$ cat config.mk
export PLATFORM = sky130hd
export DESIGN_NAME = card_hand_display
export DESIGN_NICKNAME = d
export VERILOG_FILES = /design/src/rtl/card_hand_display_pkg.sv /design/src/rtl/card_seg_dec.sv /design/src/rtl/card_hand_display.sv
export SDC_FILE = /design/constraint.sdc
export NUM_CORES = 1
export LEC_CHECK = 0
export BUFFER_PORTS_ARGS = -buffer_cell sky130_fd_sc_hd__buf_2
export CAP_MARGIN = 25
export CORE_MARGIN = 5
export CORE_UTILIZATION = 59
export CTS_BUF_LIST = sky130_fd_sc_hd__clkbuf_8
export DETAILED_ROUTE_END_ITERATION = 10
export PLACE_DENSITY = 0.82
export SLEW_MARGIN = 30
export SYNTH_ARGS = -nofsm -noshare
export SYNTH_HDL_FRONTEND = slang
export SYNTH_SLANG_ARGS = --single-unit
export TNS_END_PERCENT = 50
$ cat constraint.sdc
create_clock -name clk -period 3.9 [get_ports clk]
set_input_delay 0.78 -clock clk [delete_from_list [all_inputs] [get_ports clk]]
set_output_delay 0.78 -clock clk [all_outputs]
set_load 0.03 [all_outputs]
$ cat src/rtl/card_hand_display_pkg.sv
// Shared card types and helpers for the baccarat hand display.
// Consumers import card_pkg::*.
package card_pkg;

    typedef enum logic [3:0] {
        CARD_NONE = 4'd0,
        CARD_A    = 4'd1,
        CARD_2    = 4'd2,
        CARD_3    = 4'd3,
        CARD_4    = 4'd4,
        CARD_5    = 4'd5,
        CARD_6    = 4'd6,
        CARD_7    = 4'd7,
        CARD_8    = 4'd8,
        CARD_9    = 4'd9,
        CARD_10   = 4'd10,
        CARD_J    = 4'd11,
        CARD_Q    = 4'd12,
        CARD_K    = 4'd13
    } card_t;

    localparam logic [6:0] SEG_BLANK = 7'h7F;

    // Baccarat point value: pip cards count face value, tens and court cards count zero.
    function automatic logic [3:0] card_value(input card_t c);
        if (c >= CARD_A && c <= CARD_9) return 4'(c);
        return 4'd0;
    endfunction

    function automatic logic card_legal(input logic [3:0] code);
        return (code != 4'd0) && (code <= 4'd13);
    endfunction

endpackage

$ cat src/rtl/card_seg_dec.sv
// Combinational card code -> active-low 7-segment pattern (gfedcba).
// Codes 0, 14 and 15 decode to a blank digit.
module card_seg_dec
    import card_pkg::*;
(
    input  logic [3:0] code_i,
    output logic [6:0] seg_o
);

    always_comb begin
        seg_o = SEG_BLANK;
        case (code_i)
            4'd1:    seg_o = 7'b0001000;
            4'd2:    seg_o = 7'b0100100;
            4'd3:    seg_o = 7'b0110000;
            4'd4:    seg_o = 7'b0011001;
            4'd5:    seg_o = 7'b0010010;
            4'd6:    seg_o = 7'b0000010;
            4'd7:    seg_o = 7'b1111000;
            4'd8:    seg_o = 7'b0000000;
            4'd9:    seg_o = 7'b0010000;
            4'd10:   seg_o = 7'b1000000;
            4'd11:   seg_o = 7'b1100001;
            4'd12:   seg_o = 7'b0011000;
            4'd13:   seg_o = 7'b0001001;
            default: seg_o = SEG_BLANK;
        endcase
    end

endmodule

$ cat src/rtl/card_hand_display.sv
// One baccarat hand: slot registers, fill count, lagged score and HEX drive.
// Define CARD_BLINK_EN to blink the newest card's digit every BLINK_DIV cycles.
module card_hand_display
    import card_pkg::*;
#(
    parameter int NUM_SLOTS = 3,
`ifdef CARD_BLINK_EN
    parameter int BLINK_DIV = 25_000_000,
`endif
    localparam int CNT_W = $clog2(NUM_SLOTS + 1)
) (
    input  logic                   clk,
    input  logic                   reset,
    input  logic                   clear,
    input  logic                   card_valid,
    output logic                   card_ready,
    input  logic [3:0]             card_in,
    output logic                   card_err,
    output logic [7*NUM_SLOTS-1:0] hex_out,
    output logic [CNT_W-1:0]       count,
    output logic                   full,
    output logic [3:0]             score
);

    // Handshake: a card transfers on a rising edge where card_valid && card_ready;
    // card_ready depends only on full, never on card_valid.
    logic [3:0]       slot_q [NUM_SLOTS];
    logic [3:0]       slot_d [NUM_SLOTS];
    logic [CNT_W-1:0] count_q, count_d;
    logic [3:0]       score_q, score_d;
    logic             err_q, err_d;
    logic             pend_q, pend_d;
    logic [3:0]       pend_val_q, pend_val_d;
    logic             accept, legal;
    logic [4:0]       sum5;
    logic             blank_newest;

    assign full       = (count_q == CNT_W'(NUM_SLOTS));
    assign card_ready = !full;
    assign accept     = card_valid && card_ready;
    assign legal      = card_legal(card_in);
    assign count      = count_q;
    assign score      = score_q;
    assign card_err   = err_q;
    assign sum5       = {1'b0, score_q} + {1'b0, pend_val_q};

    always_comb begin
        slot_d     = slot_q;
        count_d    = count_q;
        score_d    = score_q;
        err_d      = 1'b0;
        pend_d     = 1'b0;
        pend_val_d = 4'd0;
        // Score trails the slot update by one cycle via the pending value.
        if (pend_q) score_d = (sum5 >= 5'd10) ? 4'(sum5 - 5'd10) : sum5[3:0];
        if (clear) begin
            for (int i = 0; i < NUM_SLOTS; i++) slot_d[i] = 4'd0;
            count_d = '0;
            score_d = 4'd0;
        end else if (accept) begin
            if (legal) begin
                for (int i = 0; i < NUM_SLOTS; i++)
                    if (count_q == CNT_W'(i)) slot_d[i] = card_in;
                count_d    = count_q + 1'b1;
                pend_d     = 1'b1;
                pend_val_d = card_value(card_t'(card_in));
            end else begin
                err_d = 1'b1;
            end
        end
    end

    always_ff @(posedge clk) begin
        if (reset) begin
            for (int i = 0; i < NUM_SLOTS; i++) slot_q[i] <= 4'd0;
            count_q    <= '0;
            score_q    <= 4'd0;
            err_q      <= 1'b0;
            pend_q     <= 1'b0;
            pend_val_q <= 4'd0;
        end else begin
            slot_q     <= slot_d;
            count_q    <= count_d;
            score_q    <= score_d;
            err_q      <= err_d;
            pend_q     <= pend_d;
            pend_val_q <= pend_val_d;
        end
    end

`ifdef CARD_BLINK_EN
    localparam int BW = (BLINK_DIV > 1) ? $clog2(BLINK_DIV) : 1;
    logic [BW-1:0] blink_cnt_q, blink_cnt_d;
    logic          blink_ph_q, blink_ph_d;

    // Restart on a new card so it is always shown first.
    always_comb begin
        blink_cnt_d = blink_cnt_q + 1'b1;
        blink_ph_d  = blink_ph_q;
        if (clear || (accept && legal)) begin
            blink_cnt_d = '0;
            blink_ph_d  = 1'b0;
        end else if (blink_cnt_q == BW'(BLINK_DIV - 1)) begin
            blink_cnt_d = '0;
            blink_ph_d  = !blink_ph_q;
        end
    end

    always_ff @(posedge clk) begin
        if (reset) begin
            blink_cnt_q <= '0;
            blink_ph_q  <= 1'b0;
        end else begin
            blink_cnt_q <= blink_cnt_d;
            blink_ph_q  <= blink_ph_d;
        end
    end

    assign blank_newest = blink_ph_q && (count_q != '0);
`else
    assign blank_newest = 1'b0;
`endif

    for (genvar i = 0; i < NUM_SLOTS; i++) begin : g_slot
        logic [6:0] seg;
        card_seg_dec u_dec (.code_i(slot_q[i]), .seg_o(seg));
        assign hex_out[7*i +: 7] =
            (blank_newest && count_q == CNT_W'(i + 1)) ? SEG_BLANK : seg;
    end

endmodule
Word-level counts from Yosys, hierarchy flattened
Memories as Yosys holds them, arrays and structs flattened. A register that Yosys moved wholly into a read port is not among the register bits.
Index checks and enable logic that the tools add are counted.
- $add $sub $neg: 3
- order comparisons: 4
- eq/ne operators: 3
- muxes and demuxes: 14
- bitwise operators: 3
- reductions and logical operators: 13
- operators by type and width (cell ; number):
    2-to-1 mux 4 bit ; 8
    AND reduction 3 bit ; 3
    less-or-equal comparator 4 bit (second input constant) ; 2
    2-to-1 mux 1 bit ; 6
    adder 4 x 4 -> 5 bit ; 1
    greater-or-equal comparator 5 x 4 -> 1 bit (second input constant) ; 1
    OR reduction 5 bit ; 1
    == test 2 bit (second input constant) ; 2
    greater-or-equal comparator 4 x 1 -> 1 bit (second input constant) ; 1
    nonzero test 4 bit ; 1
    subtractor 4 bit (second input constant) ; 1
    logical AND 1 bit ; 3
    NOT 1 bit ; 3
    OR reduction 3 bit ; 1
    adder 2 x 1 -> 2 bit (second input constant) ; 1
    == test 2 x 1 -> 1 bit (second input constant) ; 1
    logical NOT 2 bit ; 1
    AND reduction 2 bit ; 1
    OR reduction 2 bit ; 1
    logical NOT 1 bit ; 1
- bits in registers: 24
- bits in read-only memories: 336
- input bits: 8
- output and inout port bits: 30
- logic and storage cells: 51
- memories: 3
- memory list (memory ; words ; bits a word ; read ports ; clocked after memory_dff ; write ports ; line ; text):
    (name not given) ; 16 ; 7 ; 1 ; 1 ; 0 ; card_seg_dec.sv:12 ; case (code_i)
    (name not given) ; 16 ; 7 ; 1 ; 1 ; 0 ; card_seg_dec.sv:12 ;
    (name not given) ; 16 ; 7 ; 1 ; 1 ; 0 ; card_seg_dec.sv:12 ;

Longest topological paths before layout
Gate-level depths: netlist of run 1.
- word-level depth: 8
- gate-level depth with buffers: 10
- mapped depth without buffers: 10

Hierarchy
From an unflattened synthesis of run 1, not the netlist that was laid out.
- cell total of the unflattened synthesis: 235
- area total of the unflattened synthesis: 2006.9 um2
- by module, submodules not included (module ; times used ; cells an instance ; area each (um2) ; sequential area each (um2)):
    card_hand_display ; 1 ; 134 ; 1178.6 ; 480.5
    card_seg_dec (g_slot[1].u_dec ...) ; 2 ; 34 ; 281.5 ; 0.0
    card_seg_dec (g_slot[0].u_dec) ; 1 ; 33 ; 265.3 ; 0.0

Worst setup path after synthesis of run 1
Ideal clock, no wire load.
- path kind: input -> register
- start point: input port card_in[0]
- end point: register g_slot[2].u_dec.seg_o[5] (netlist name)
- setup time: 0.153 ns
- data arrival time: 2.829 ns
- data required time: 3.747 ns
- setup slack: 0.918 ns
- stages on the path: 10
- path buffers: 2
- path through: buf_6 -> or4_4 -> nand4_1 -> buf_2 -> nor2_1 -> a31oi_1 -> inv_1 -> ha_1 -> nor3_1 -> a221oi_1
- word-level cells in the longest chain between the ends: 5
- elaborated cells between the ends (all ways): 6
- those cells by class: order compare (1); mux (2); reduce/logical (3)
- ends and longest elaborated chain (item ; line ; text):
    start: declaration ; card_hand_display.sv:17 ; input logic [3:0] card_in,
    less-or-equal comparator 4 bit / nonzero test 4 bit (equally long branches) ; card_hand_display_pkg.sv:31 ; return (code != 4'd0) && (code <= 4'd13);
    logical AND 1 bit ; card_hand_display_pkg.sv:31 ;
    AND reduction 3 bit (no line) ; -- ;
    2-to-1 mux 4 bit (no line) * (2 in a row) ; -- ;
Mark *: on every way between the ends. The rest lies on a longest branch, timed or not.
A chain may end at the register's enable or synchronous reset.

Worst setup path in the final report of run 1
- start point: input port card_in[0]
- end point: register g_slot[2].u_dec.seg_o[5] (netlist name)
- word-level cells in the longest chain between the ends: 5
- elaborated cells between the ends (all ways): 6
- those cells by class: order compare (1); mux (2); reduce/logical (3)
- ends and longest elaborated chain (item ; line):
    less-or-equal comparator 4 bit / nonzero test 4 bit (equally long branches) ; card_hand_display_pkg.sv:31
    logical AND 1 bit ; card_hand_display_pkg.sv:31
    AND reduction 3 bit (no line) ; --
    2-to-1 mux 4 bit (no line) * (2 in a row) ; --
Marked as above.

==> metrics.log, run 1 <==
INFO  metric status = completed
INFO  metric share_of_flip_flops_with_an_asynchronous_set_or_reset = 0
INFO  metric layout_worst_path_cycle_share = 0.774
INFO  metric max-slew-margin-rel = 0.483
INFO  metric number_of_antenna_cells_inserted = 0
INFO  metric synth-edff-count = 0
INFO  metric dieArea = 5800 um^2
INFO  metric synthesis.area_per_instance = 8.90 um^2
INFO  metric yosysUniqueCellTypes = 59
INFO  metric fin_skew = 6.29 ps
INFO  metric htree_levels = 2
INFO  metric drc = 0
INFO  metric detailedRoute.firstPassIterationCount = 4
INFO  metric setup_tns_final = 0 ps
INFO  metric synthesis.yosys.warnings = 0
INFO  metric die_w = roughly 76 um
INFO  metric critPathKind = in2reg
INFO  metric grt.overflow.total = 0
INFO  metric cts_setup_buffers = 0
INFO  metric part_of_the_power_in_combinational_logic = 0.119
INFO  metric synth_cells = 290
INFO  metric number_of_vias_after_detailed_routing = 2172
INFO  metric finalCoreUtilization = 0.676
INFO  metric count_of_input_and_output_buffers = 37
INFO  metric first_global_vias = 2057
INFO  metric synth-seq-area-share = 0.349
INFO  metric finalCriticalPeriod = 3020 ps
INFO  metric setup_viol = 0
INFO  metric power.leakage = 0.00135 uW
INFO  metric wire_length_of_the_first_global_routing_pass = about 9400 um
INFO  metric cts_inserted_buffers = 5
INFO  metric hp-class = reg2reg
INFO  metric timing_max_transition_violations_final = 0
INFO  metric tritoncts_sink_count = 45
INFO  metric grt.total_usage = 0.193
INFO  metric crit_required = 4050 ps
INFO  metric routed_wl = 5440 um
INFO  metric nets = around 360
INFO  metric timing.reg2reg.setup_slack = ~1100 ps
INFO  metric die_y = 76.1 um
INFO  metric dp_cells = 370
INFO  metric post_cts_resize_count = 0
INFO  metric intPower = 717 uW
INFO  metric grt_start_max_net_pins = 23
INFO  metric floorplan.initialDensity = 0.601
INFO  metric number_of_antenna_violations_at_the_first_check_in_global_routing = 0
INFO  metric first_iter_violations = 207
INFO  metric power.net_switching = 234 uW
INFO  metric tritoncts = built
INFO  metric seq_power_share = 0.503
INFO  metric power.density = between 300 and 400 nW/um^2
INFO  metric number_of_buffers_inserted_by_hold_repair_at_cts = 0
INFO  metric floorplan.core_area = 4290 um^2
INFO  metric synth.net_count = 324
INFO  metric layout-area-overhead-vs-synth = 12.5%
INFO  metric clk_path_buf_depth = 2
INFO  metric gp_congestion = 0.870
INFO  metric rsz_0062_raised_after_global_routing = no
INFO  metric dpl.hpwl = 4090 um
INFO  metric max_clock_freq = about 330 MHz
INFO  metric clockRootBuffer = sky130_fd_sc_hd__clkbuf_8
INFO  metric worstSetupStartpointType = input port
INFO  metric p_sw_frac = 0.246
INFO  metric route.antenna.remaining_nets = 0
INFO  metric syn-cell-area = around 2600 um^2
INFO  metric primary_flip_flop_cell_chosen_by_synthesis_mapping = sky130_fd_sc_hd__dfxtp_1
INFO  metric insertion_delay = about 300 ps
INFO  metric route.detailed.wl_per_inst = 14.4 um
INFO  metric drive_above_1_share = 0.187
INFO  metric crit_arrival = 3170 ps
INFO  metric clock_group_share_of_total_power = 0.378
INFO  metric critical_path.max_fanout = 10
INFO  metric max-cap-violations = 0
INFO  metric fin_cells = roughly 380
INFO  metric placement_rows = 24
INFO  metric clk_pin_slew_worst_paths = 80 ps
INFO  metric detail_route.vias_per_cell = 5.75
INFO  metric number_of_top_level_pins = 38
INFO  metric worst_hold_slack = 496 ps
INFO  metric synth_seq_cells = 45
INFO  metric timing.critical_path.to_type = register
INFO  metric hold_viol = 0
INFO  metric worst_ir_drop_vdd = 0.000180 V
INFO  metric tightestPinTransition = between 700 and 800 ps
## state kept, by name (all words and copies together) (netlist names)
name	flops
card_err	1
count	2
g_slot.u_dec.seg_o	21
pend_q	1
pend_val_q	4
score	4
slot_q	12
## power groups by stage
stage                     clock network, uW  logic [uW]  registers (uW)
after CTS                               366         113             478
final                                   360         113             478
after detailed placement                  0         113             489
after global placement                    0         110             489
after floorplan                           0        64.4             511
after global routing                    387         124             480
## layout make-up
cell class	instances	area, um^2
Multi-Input combinational cell	206	1500
Timing Repair Buffer	39	200
Clock inverter	2	33.8
Fill cell	361	1390
Sequential cell	45	901
Inverter	28	118
Tap cell	52	65.1
Clock buffer	6	82.6
## final timing paths
kind                                from                               end  cells past startpoint
setup / recovery              card_in[0]  g_slot[2].u_dec.seg_o[5]$_DFF_P_                     10
hold / removal    slot_q[9]$_SDFFE_PP0P_            slot_q[9]$_SDFFE_PP0P_                      2
setup reg to reg   count[0]$_SDFFE_PP0P_  g_slot[2].u_dec.seg_o[5]$_DFF_P_                      9
hold reg to reg   slot_q[9]$_SDFFE_PP0P_            slot_q[9]$_SDFFE_PP0P_                      2
## worst max-delay path: stages
cell and delay [ps]:
sky130_fd_sc_hd__buf_2 160, sky130_fd_sc_hd__or4_4 580, sky130_fd_sc_hd__nand4_1 170, sky130_fd_sc_hd__buf_4 190, sky130_fd_sc_hd__nor2_1 60, sky130_fd_sc_hd__a31oi_1 490
sky130_fd_sc_hd__inv_1 180, sky130_fd_sc_hd__ha_1 290, sky130_fd_sc_hd__nor3_1 200, sky130_fd_sc_hd__a221oi_1 70
## per-layer routing
metal,part of all wire,GRT usage,vias up
met5,0,0,-
met4,0.015,0.0699,0
met3,0.053,0.0532,8
met2,0.48,0.322,51
met1,0.45,0.238,1013
li1,-,-,1100
## placed cells by master (no fill, tap or decap), types with 6 or more instances in the layout
cell type	instances
sky130_fd_sc_hd__nand2_1	26
sky130_fd_sc_hd__dfxtp_1	45
sky130_fd_sc_hd__o21ai_0	13
sky130_fd_sc_hd__buf_2	37
sky130_fd_sc_hd__nor3_1	13
sky130_fd_sc_hd__nand3_1	12
sky130_fd_sc_hd__inv_1	27
sky130_fd_sc_hd__a21oi_1	6
sky130_fd_sc_hd__ha_1	25
sky130_fd_sc_hd__nand2b_1	7
sky130_fd_sc_hd__nor2_1	15
sky130_fd_sc_hd__mux2i_1	15
sky130_fd_sc_hd__clkbuf_8	6
sky130_fd_sc_hd__a31oi_1	6
## metrics by stage
step / total power, uW / area [um^2] / worst slack (ps)
global route: 992 / 2900 / 697
floorplan: 575 / 2580 / 918
finish: 951 / 2900 / 880
CTS: 958 / 2900 / 911
global placement: 599 / 2790 / 700
detailed placement: 602 / 2790 / 587
## cells in the mapped netlist (all sizes together), types with 2 or more instances
cell,n,area share
ha,25,0.12
nor3,13,0.025
a21o,3,0.0087
nand3,12,0.023
a221oi,3,0.010
nor4b,3,0.010
nand2b,7,0.017
a211oi,3,0.0087
clkbuf,5,0.0073
a31oi,6,0.015
a21oi,7,0.015
o21ai,13,0.025
nand3b,2,0.0058
buf,6,0.016
inv,27,0.039
and3,4,0.0097
and4,4,0.015
nor2b,3,0.0073
nor3b,2,0.0058
nand4,3,0.0097
mux2i,16,0.064
nor2,15,0.022
mux2,5,0.025
xnor2,2,0.0068
dfxtp,45,0.35
o22ai,3,0.0073
nand2,26,0.038
nor4,4,0.0097
## logic make-up (layout without fill, tap and decap cells)
family                     after synthesis  after routing  share of synthesized area
muxes                                   21             21                     0.0883
and+or+nand+nor                        104            104                      0.217
DFF                                     45             45                      0.349
adders and majority gates               26             26                      0.129
buffers and inverters                   39             75                     0.0689
AOI/OAI and AO/OA                       52             52                      0.138
xor gates and xnor gates                 3              3                     0.0102
Power figures use the tool's default switching activity.
==> inputs of run 2 (changes only) <==
CORE_UTILIZATION = 53   (was 59)
PLACE_DENSITY = 0.78   (was 0.82)
clock period = 2.5 ns   (was 3.9 ns; I/O delays follow)
==> metrics.log, run 2 (synthesis results as in run 1) <==
INFO  metric most_common_cell_after_layout_fill_and_taps_aside = sky130_fd_sc_hd__dfxtp_1
INFO  metric power.leakage = 0.00146 uW (+7.9%)
INFO  metric dpl.hpwl = 4380 um (+7.2%)
INFO  metric global_route.usage.met3 = 0.0384 (-0.0148)
INFO  metric layout_worst_path_cycle_share = 0.948
INFO  metric setup_tns_final = 0 ps (unchanged)
INFO  metric gp_congestion = 0.932 (+7.1%)
INFO  metric insertion_delay = 300 ps (about the same)
INFO  metric drc = 0 (unchanged)
INFO  metric htree_levels = 2 (unchanged)
INFO  metric cp_common_cell = sky130_fd_sc_hd__ha_1
INFO  metric layout-area-overhead-vs-synth = 20.6%
INFO  metric setup_viol = 0 (unchanged)
INFO  metric number_of_antenna_cells_inserted = 0 (unchanged)
INFO  metric detail_route.vias_per_cell = 5.49 (-4.4%)
INFO  metric number_of_antenna_violations_at_the_first_check_in_global_routing = 0 (unchanged)
INFO  metric critical_path.max_fanout = 5 (-5)
INFO  metric tritoncts = built
INFO  metric cts_setup_buffers = 0 (unchanged)
INFO  metric cpPeakStageDelay = 470 ps (-110 ps)
INFO  metric floorplan.core_area = 4720 um^2 (+10%)
INFO  metric nets = 383 (+6.7%)
INFO  metric crit_required = 2670 ps (-1380 ps)
INFO  metric global_route.usage.met1 = 0.253 (+0.0157)
INFO  metric route.detailed.wl_per_inst = 13.6 um (-5.6%)
INFO  metric mostFrequentLayoutCells = sky130_fd_sc_hd__dfxtp_1 (45), sky130_fd_sc_hd__buf_2 (37), sky130_fd_sc_hd__inv_1 (26), sky130_fd_sc_hd__nand2_1 (26), sky130_fd_sc_hd__buf_4 (26)
INFO  metric critical_path.cell_chain = ha_1 > fa_1 > xor2_2 > inv_1 > ha_1 > nor2b_1 > o221ai_1 > o41a_1 > nand4_1 > nor4b_2
INFO  metric grt.total_usage = 0.190 (-0.00331)
INFO  metric fin_skew = 9.92 ps (+3.63 ps)
INFO  metric number_of_vias_after_detailed_routing = 2291 (+5.5%)
INFO  metric detailedRoute.firstPassIterationCount = 5 (+1)
INFO  metric status = completed
INFO  metric number_of_top_level_pins = 38 (unchanged)
INFO  metric largest_register_ff_count = 21 (unchanged)
INFO  metric route.antenna.remaining_nets = 0 (unchanged)
INFO  metric timing.critical_path.to_type = register
INFO  metric worst_ir_drop_vdd = 0.000325 V (+81%)
INFO  metric tritoncts_sink_count = 45 (unchanged)
INFO  metric die_y = 79.8 um (+4.8%)
INFO  metric max-cap-violations = 0 (unchanged)
INFO  metric count_of_input_and_output_buffers = 37 (unchanged)
INFO  metric cpMaxStageDelayCell = sky130_fd_sc_hd__fa_1
INFO  metric routed_wl = 5660 um (+4.1%)
INFO  metric clockRootBuffer = sky130_fd_sc_hd__clkbuf_8
INFO  metric grt.overflow.total = 0 (unchanged)
INFO  metric power.density = 444 nW/um^2 (+36%)
INFO  metric placement_rows = 25 (+4.2%)
INFO  metric drive_above_1_share = 0.263 (+0.0757)
INFO  metric rsz_0062_raised_after_global_routing = no
INFO  metric floorplan.initialDensity = 0.546 (-0.0546)
INFO  metric grt_use_met2 = 0.308 (-0.0139)
INFO  metric clk_path_buf_depth = 2 (unchanged)
INFO  metric timing_max_transition_violations_final = 0 (unchanged)
INFO  metric max-slew-margin-rel = 0.567 (+0.0838)
INFO  metric tightestPinTransition = 641 ps (-130 ps)
INFO  metric cts_inserted_buffers = 5 (unchanged)
INFO  metric first_global_vias = 2123 (+3.2%)
INFO  metric clk_pin_slew_worst_paths = 80 ps (about the same)
INFO  metric wire_length_of_the_first_global_routing_pass = 9600 um (+1.7%)
INFO  metric hold_viol = 0 (unchanged)
INFO  metric finalCriticalPeriod = 2370 ps
INFO  metric max_clock_freq = 422 MHz
INFO  metric first_iter_violations = 204 (-1.4%)
INFO  metric grt_busiest_layer = met2
INFO  metric grt_start_max_net_pins = 15 (-35%)
INFO  metric power = 1380 uW (+45%)
INFO  metric critPathKind = reg2reg
INFO  metric dieArea = 6360 um^2 (+9.8%)
INFO  metric die_w = 79.8 um (+4.8%)
INFO  metric crit_arrival = 2540 ps (-630 ps)
INFO  metric hp-class = in2reg
INFO  metric worstSetupStartpointType = register
-- run 2: area by class of cell --
type | count | area (um^2)
inverters | 28 | 118
flip-flops and latches | 45 | 901
multi-input cells | 206 | 1540
well taps | 67 | 83.8
fillers | 384 | 1610
clock inverters | 3 | 17.5
clock buffers | 5 | 68.8
repair buffers | 63 | 380
-- run 2: path summary, 6_finish.rpt --
check | startpoint | end | slack (ps) | cells past startpoint
setup / recovery | score[0]$_SDFFE_PP0P_ | score[2]$_SDFFE_PP0P_ | 130 | 10
hold / removal | clear | pend_val_q[3]$_SDFF_PP0_ | 520 | 4
setup reg to reg | score[0]$_SDFFE_PP0P_ | score[2]$_SDFFE_PP0P_ | 130 | 10
hold reg to reg | score[0]$_SDFFE_PP0P_ | score[0]$_SDFFE_PP0P_ | 530 | 2
-- run 2: what timing repair did --
action,in CTS,in global routing
setup endpoints to repair,0,3
hold buffers,0,0
resized for setup,0,3
-- run 2: where the power goes --
| part | switching [uW] | total (uW) | internal (uW) | leakage, uW |
|---|---|---|---|---|
| sequential | 8.51 | 746 | 738 | 0.000366 |
| combinational | 123 | 196 | 72.7 | 0.00105 |
| clock | 248 | 441 | 193 | 0.0000439 |
| total | 380 | 1380 | 1000 | 0.00146 |
-- run 2: through the flow --
step	hold WS, ps	std cells	util	instance area (um^2)	setup slack [ps]
after global placement	496	409	0.637	3010	30.9
after detailed placement	507	409	0.637	3010	-26.0
after global routing	526	417	0.659	3110	10.2
after CTS	501	417	0.655	3100	107
final	518	417	0.659	3110	131
after floorplan	499	290	-	2610	22.1
-- run 2: worst max-delay path: cells and delay by family (launching register included) --
kind,cells,cell delay [ps]
XOR/XNOR,1,190
adder cells (fa/ha/maj),3,930
AND/OR/NAND/NOR,3,430
buffers and inverters,1,60
flip-flops,1,320
AO/OA/AOI/OAI,2,300
-- run 2: per-layer routing --
layer  wire length [um]  part of all wire
met1               2640              0.47
met2               2550              0.45
met3                392             0.069
met4                 78             0.014
met5                  0                 0
==> inputs of run 3 (changes only) <==
CORE_MARGIN = 1.5   (was 5)
SETUP_SLACK_MARGIN = 0.5   (was unset)
==> metrics.log, run 3 (synthesis results as in run 1) <==
INFO  metric cts_inserted_buffers = 5 (unchanged)
INFO  metric pre_cts_ws = 33.1 ps (+59.1 ps)
INFO  metric first_global_vias = 2193 (+3.3%)
INFO  metric floorplan.core_area = 4690 um^2 (-0.66%)
INFO  metric first_iter_violations = 181 (-11%)
INFO  metric grt_start_max_net_pins = 14 (-1)
INFO  metric status = completed
INFO  metric part_of_the_power_in_combinational_logic = 0.169 (+0.027)
INFO  metric clockRootBuffer = sky130_fd_sc_hd__clkbuf_8
INFO  metric critical_path.cell_chain = buf_6 > or4_4 > nand4_1 > buf_4 > mux2i_1 > nand2b_4 > buf_4 > buf_4 > ha_4 > mux2i_1 > o22ai_1
INFO  metric cpPeakStageDelay = 580 ps (+110 ps)
INFO  metric clk_pin_slew_worst_paths = 80 ps (about the same)
INFO  metric htree_levels = 2 (unchanged)
INFO  metric grt.overflow.total = 0 (unchanged)
INFO  metric number_of_vias_after_detailed_routing = 2487 (+8.6%)
INFO  metric gp_congestion = 0.941 (+0.98%)
INFO  metric fin_skew = 4.98 ps (-4.94 ps)
INFO  metric layout-area-overhead-vs-synth = 39.8%
INFO  metric intPower = 1020 uW (+1.4%)
INFO  metric timing.critical_path.to_type = register
INFO  metric dpl.hpwl = 4390 um (+0.12%)
INFO  metric most_common_cell_after_layout_fill_and_taps_aside = sky130_fd_sc_hd__buf_4
INFO  metric critPathKind = in2reg
INFO  metric dieArea = 5300 um^2 (-17%)
INFO  metric power.net_switching = 382 uW (+0.54%)
INFO  metric worst_ir_drop_vdd = 0.000335 V (+3.0%)
INFO  metric placement_rows = 25 (unchanged)
INFO  metric max_clock_freq = 459 MHz (+8.6%)
INFO  metric cpMaxStageDelayCell = sky130_fd_sc_hd__or4_4
INFO  metric routed_wl = 6670 um (+18%)
INFO  metric clock_group_share_of_total_power = 0.298 (-0.021)
INFO  metric number_of_antenna_cells_inserted = 0 (unchanged)
INFO  metric cp_common_cell = sky130_fd_sc_hd__buf_4
INFO  metric crit_required = 2670 ps (about the same)
INFO  metric setup_viol = 0 (unchanged)
INFO  metric max-cap-violations = 0 (unchanged)
INFO  metric hold_viol = 0 (unchanged)
INFO  metric hp-class = reg2reg
INFO  metric grt.total_usage = 0.245 (+0.0553)
INFO  metric insertion_delay = 290 ps (about the same)
INFO  metric rsz_0062_raised_after_global_routing = yes
INFO  metric detail_route.vias_per_cell = 5.80 (+5.5%)
INFO  metric wire_length_of_the_first_global_routing_pass = 10200 um (+6.7%)
INFO  metric worstSetupStartpointType = input port
INFO  metric number_of_antenna_violations_at_the_first_check_in_global_routing = 0 (unchanged)
INFO  metric power.density = 388 nW/um^2 (-13%)
INFO  metric largest_register_ff_count = 21 (unchanged)
INFO  metric route.antenna.remaining_nets = 0 (unchanged)
INFO  metric detailedRoute.firstPassIterationCount = 4 (-1)
INFO  metric p_sw_frac = 0.273 (-0.00164)
INFO  metric seq_power_share = 0.533 (-0.007)
INFO  metric crit_arrival = 2350 ps (-190 ps)
INFO  metric timing.final.ws_setup = 319 ps (+188 ps)
INFO  metric layout_worst_path_cycle_share = 0.872 (-0.0753)
INFO  metric tritoncts = built
INFO  metric die_y = 72.8 um (-8.8%)
INFO  metric drive_above_1_share = 0.419 (+0.156)
INFO  metric clk_path_buf_depth = 2 (unchanged)
INFO  metric drc = 0 (unchanged)
INFO  metric tightestPinTransition = 486 ps (-154 ps)
INFO  metric finalCriticalPeriod = 2180 ps (-188 ps)
INFO  metric floorplan.initialDensity = 0.550 (+0.00364)
INFO  metric power.leakage = 0.00165 uW (+13%)
INFO  metric mostFrequentLayoutCells = sky130_fd_sc_hd__buf_4 (49), sky130_fd_sc_hd__dfxtp_1 (41), sky130_fd_sc_hd__buf_2 (35)
INFO  metric setup_tns_final = 0 ps (unchanged)
INFO  metric finalCoreUtilization = 0.769 (+0.110)
INFO  metric tritoncts_sink_count = 45 (unchanged)
INFO  metric timing_max_transition_violations_final = 0 (unchanged)
INFO  metric die_w = 72.8 um (-8.8%)
INFO  metric critical_path.max_fanout = 5 (unchanged)
INFO  metric max-slew-margin-rel = 0.673 (+0.106)
INFO  metric route.detailed.wl_per_inst = 15.6 um (+15%)
INFO  metric number_of_top_level_pins = 38 (unchanged)
INFO  metric count_of_input_and_output_buffers = 37 (unchanged)
INFO  metric nets = 408 (+6.5%)
-- run 3: cell count changes in the layout (fill, tap and decap cells not counted), moves of 5 or more --
cell | before | now
sky130_fd_sc_hd__buf_4 | 26 | 49
sky130_fd_sc_hd__ha_4 | 0 | 10
sky130_fd_sc_hd__ha_1 | 24 | 14
sky130_fd_sc_hd__inv_2 | 1 | 8
sky130_fd_sc_hd__inv_1 | 26 | 20
sky130_fd_sc_hd__o21ai_0 | 13 | 8
-- run 3: timing repair --
| action | in CTS | in global routing |
|---|---|---|
| endpoints found under the setup margin | 23 | 24 |
| setup buffers | 12 | 16 |
| hold buffers | 0 | 0 |
| pin swaps | 12 | 14 |
| gates resized for setup | 14 | 45 |
-- run 3: final timing paths --
kind / slack, ps / startpoint / depth (start not counted) / end
max: 320 / card_in[3] / 11 / g_slot[2].u_dec.seg_o[6]$_DFF_P_
min: 540 / slot_q[5]$_SDFFE_PP0P_ / 2 / slot_q[5]$_SDFFE_PP0P_
max reg2reg: 390 / count[1]$_SDFFE_PP0P_ / 11 / g_slot[2].u_dec.seg_o[6]$_DFF_P_
min reg2reg: 540 / slot_q[5]$_SDFFE_PP0P_ / 2 / slot_q[5]$_SDFFE_PP0P_
-- run 3: area by class of cell --
| cell class | count | area, um^2 |
|---|---|---|
| multi-input cells | 206 | 1840 |
| repair buffers | 88 | 588 |
| clock buffers | 5 | 68.8 |
| flip-flops and latches | 45 | 911 |
| fillers | 314 | 1080 |
| clock inverters | 3 | 11.3 |
| well taps | 54 | 67.6 |
| inverters | 28 | 123 |
-- run 3: layer usage --
metal	track usage	vias up	wire, um
li1	-	1207	-
met1	0.331	1187	2930
met2	0.410	78	3260
met3	0.0345	15	348
met4	0.0692	0	129
met5	0	-	0
-- run 3: metrics by stage --
stage	area, um^2	instances	hold slack [ps]	total power (uW)
CTS	3280	413	524	1380
detailed placement	3040	393	498	961
finish	3610	429	537	1400
floorplan	2690	290	499	906
global placement	3040	393	487	958
global route	3610	429	543	1450
-- run 3: critical path, delay by kind of cell --
family | cells | cell delay [ps]
compound gates | 1 | 80
fa+ha+maj | 1 | 150
buf+inv | 4 | 490
mux | 2 | 210
simple gates | 3 | 910
-- run 3: power by group through the flow --
stage	registers, uW	clock network (uW)	logic [uW]
finish	746	417	236
global route	748	451	255
CTS	747	422	206
detailed placement	764	0	196
global placement	763	0	195
floorplan	798	0	108
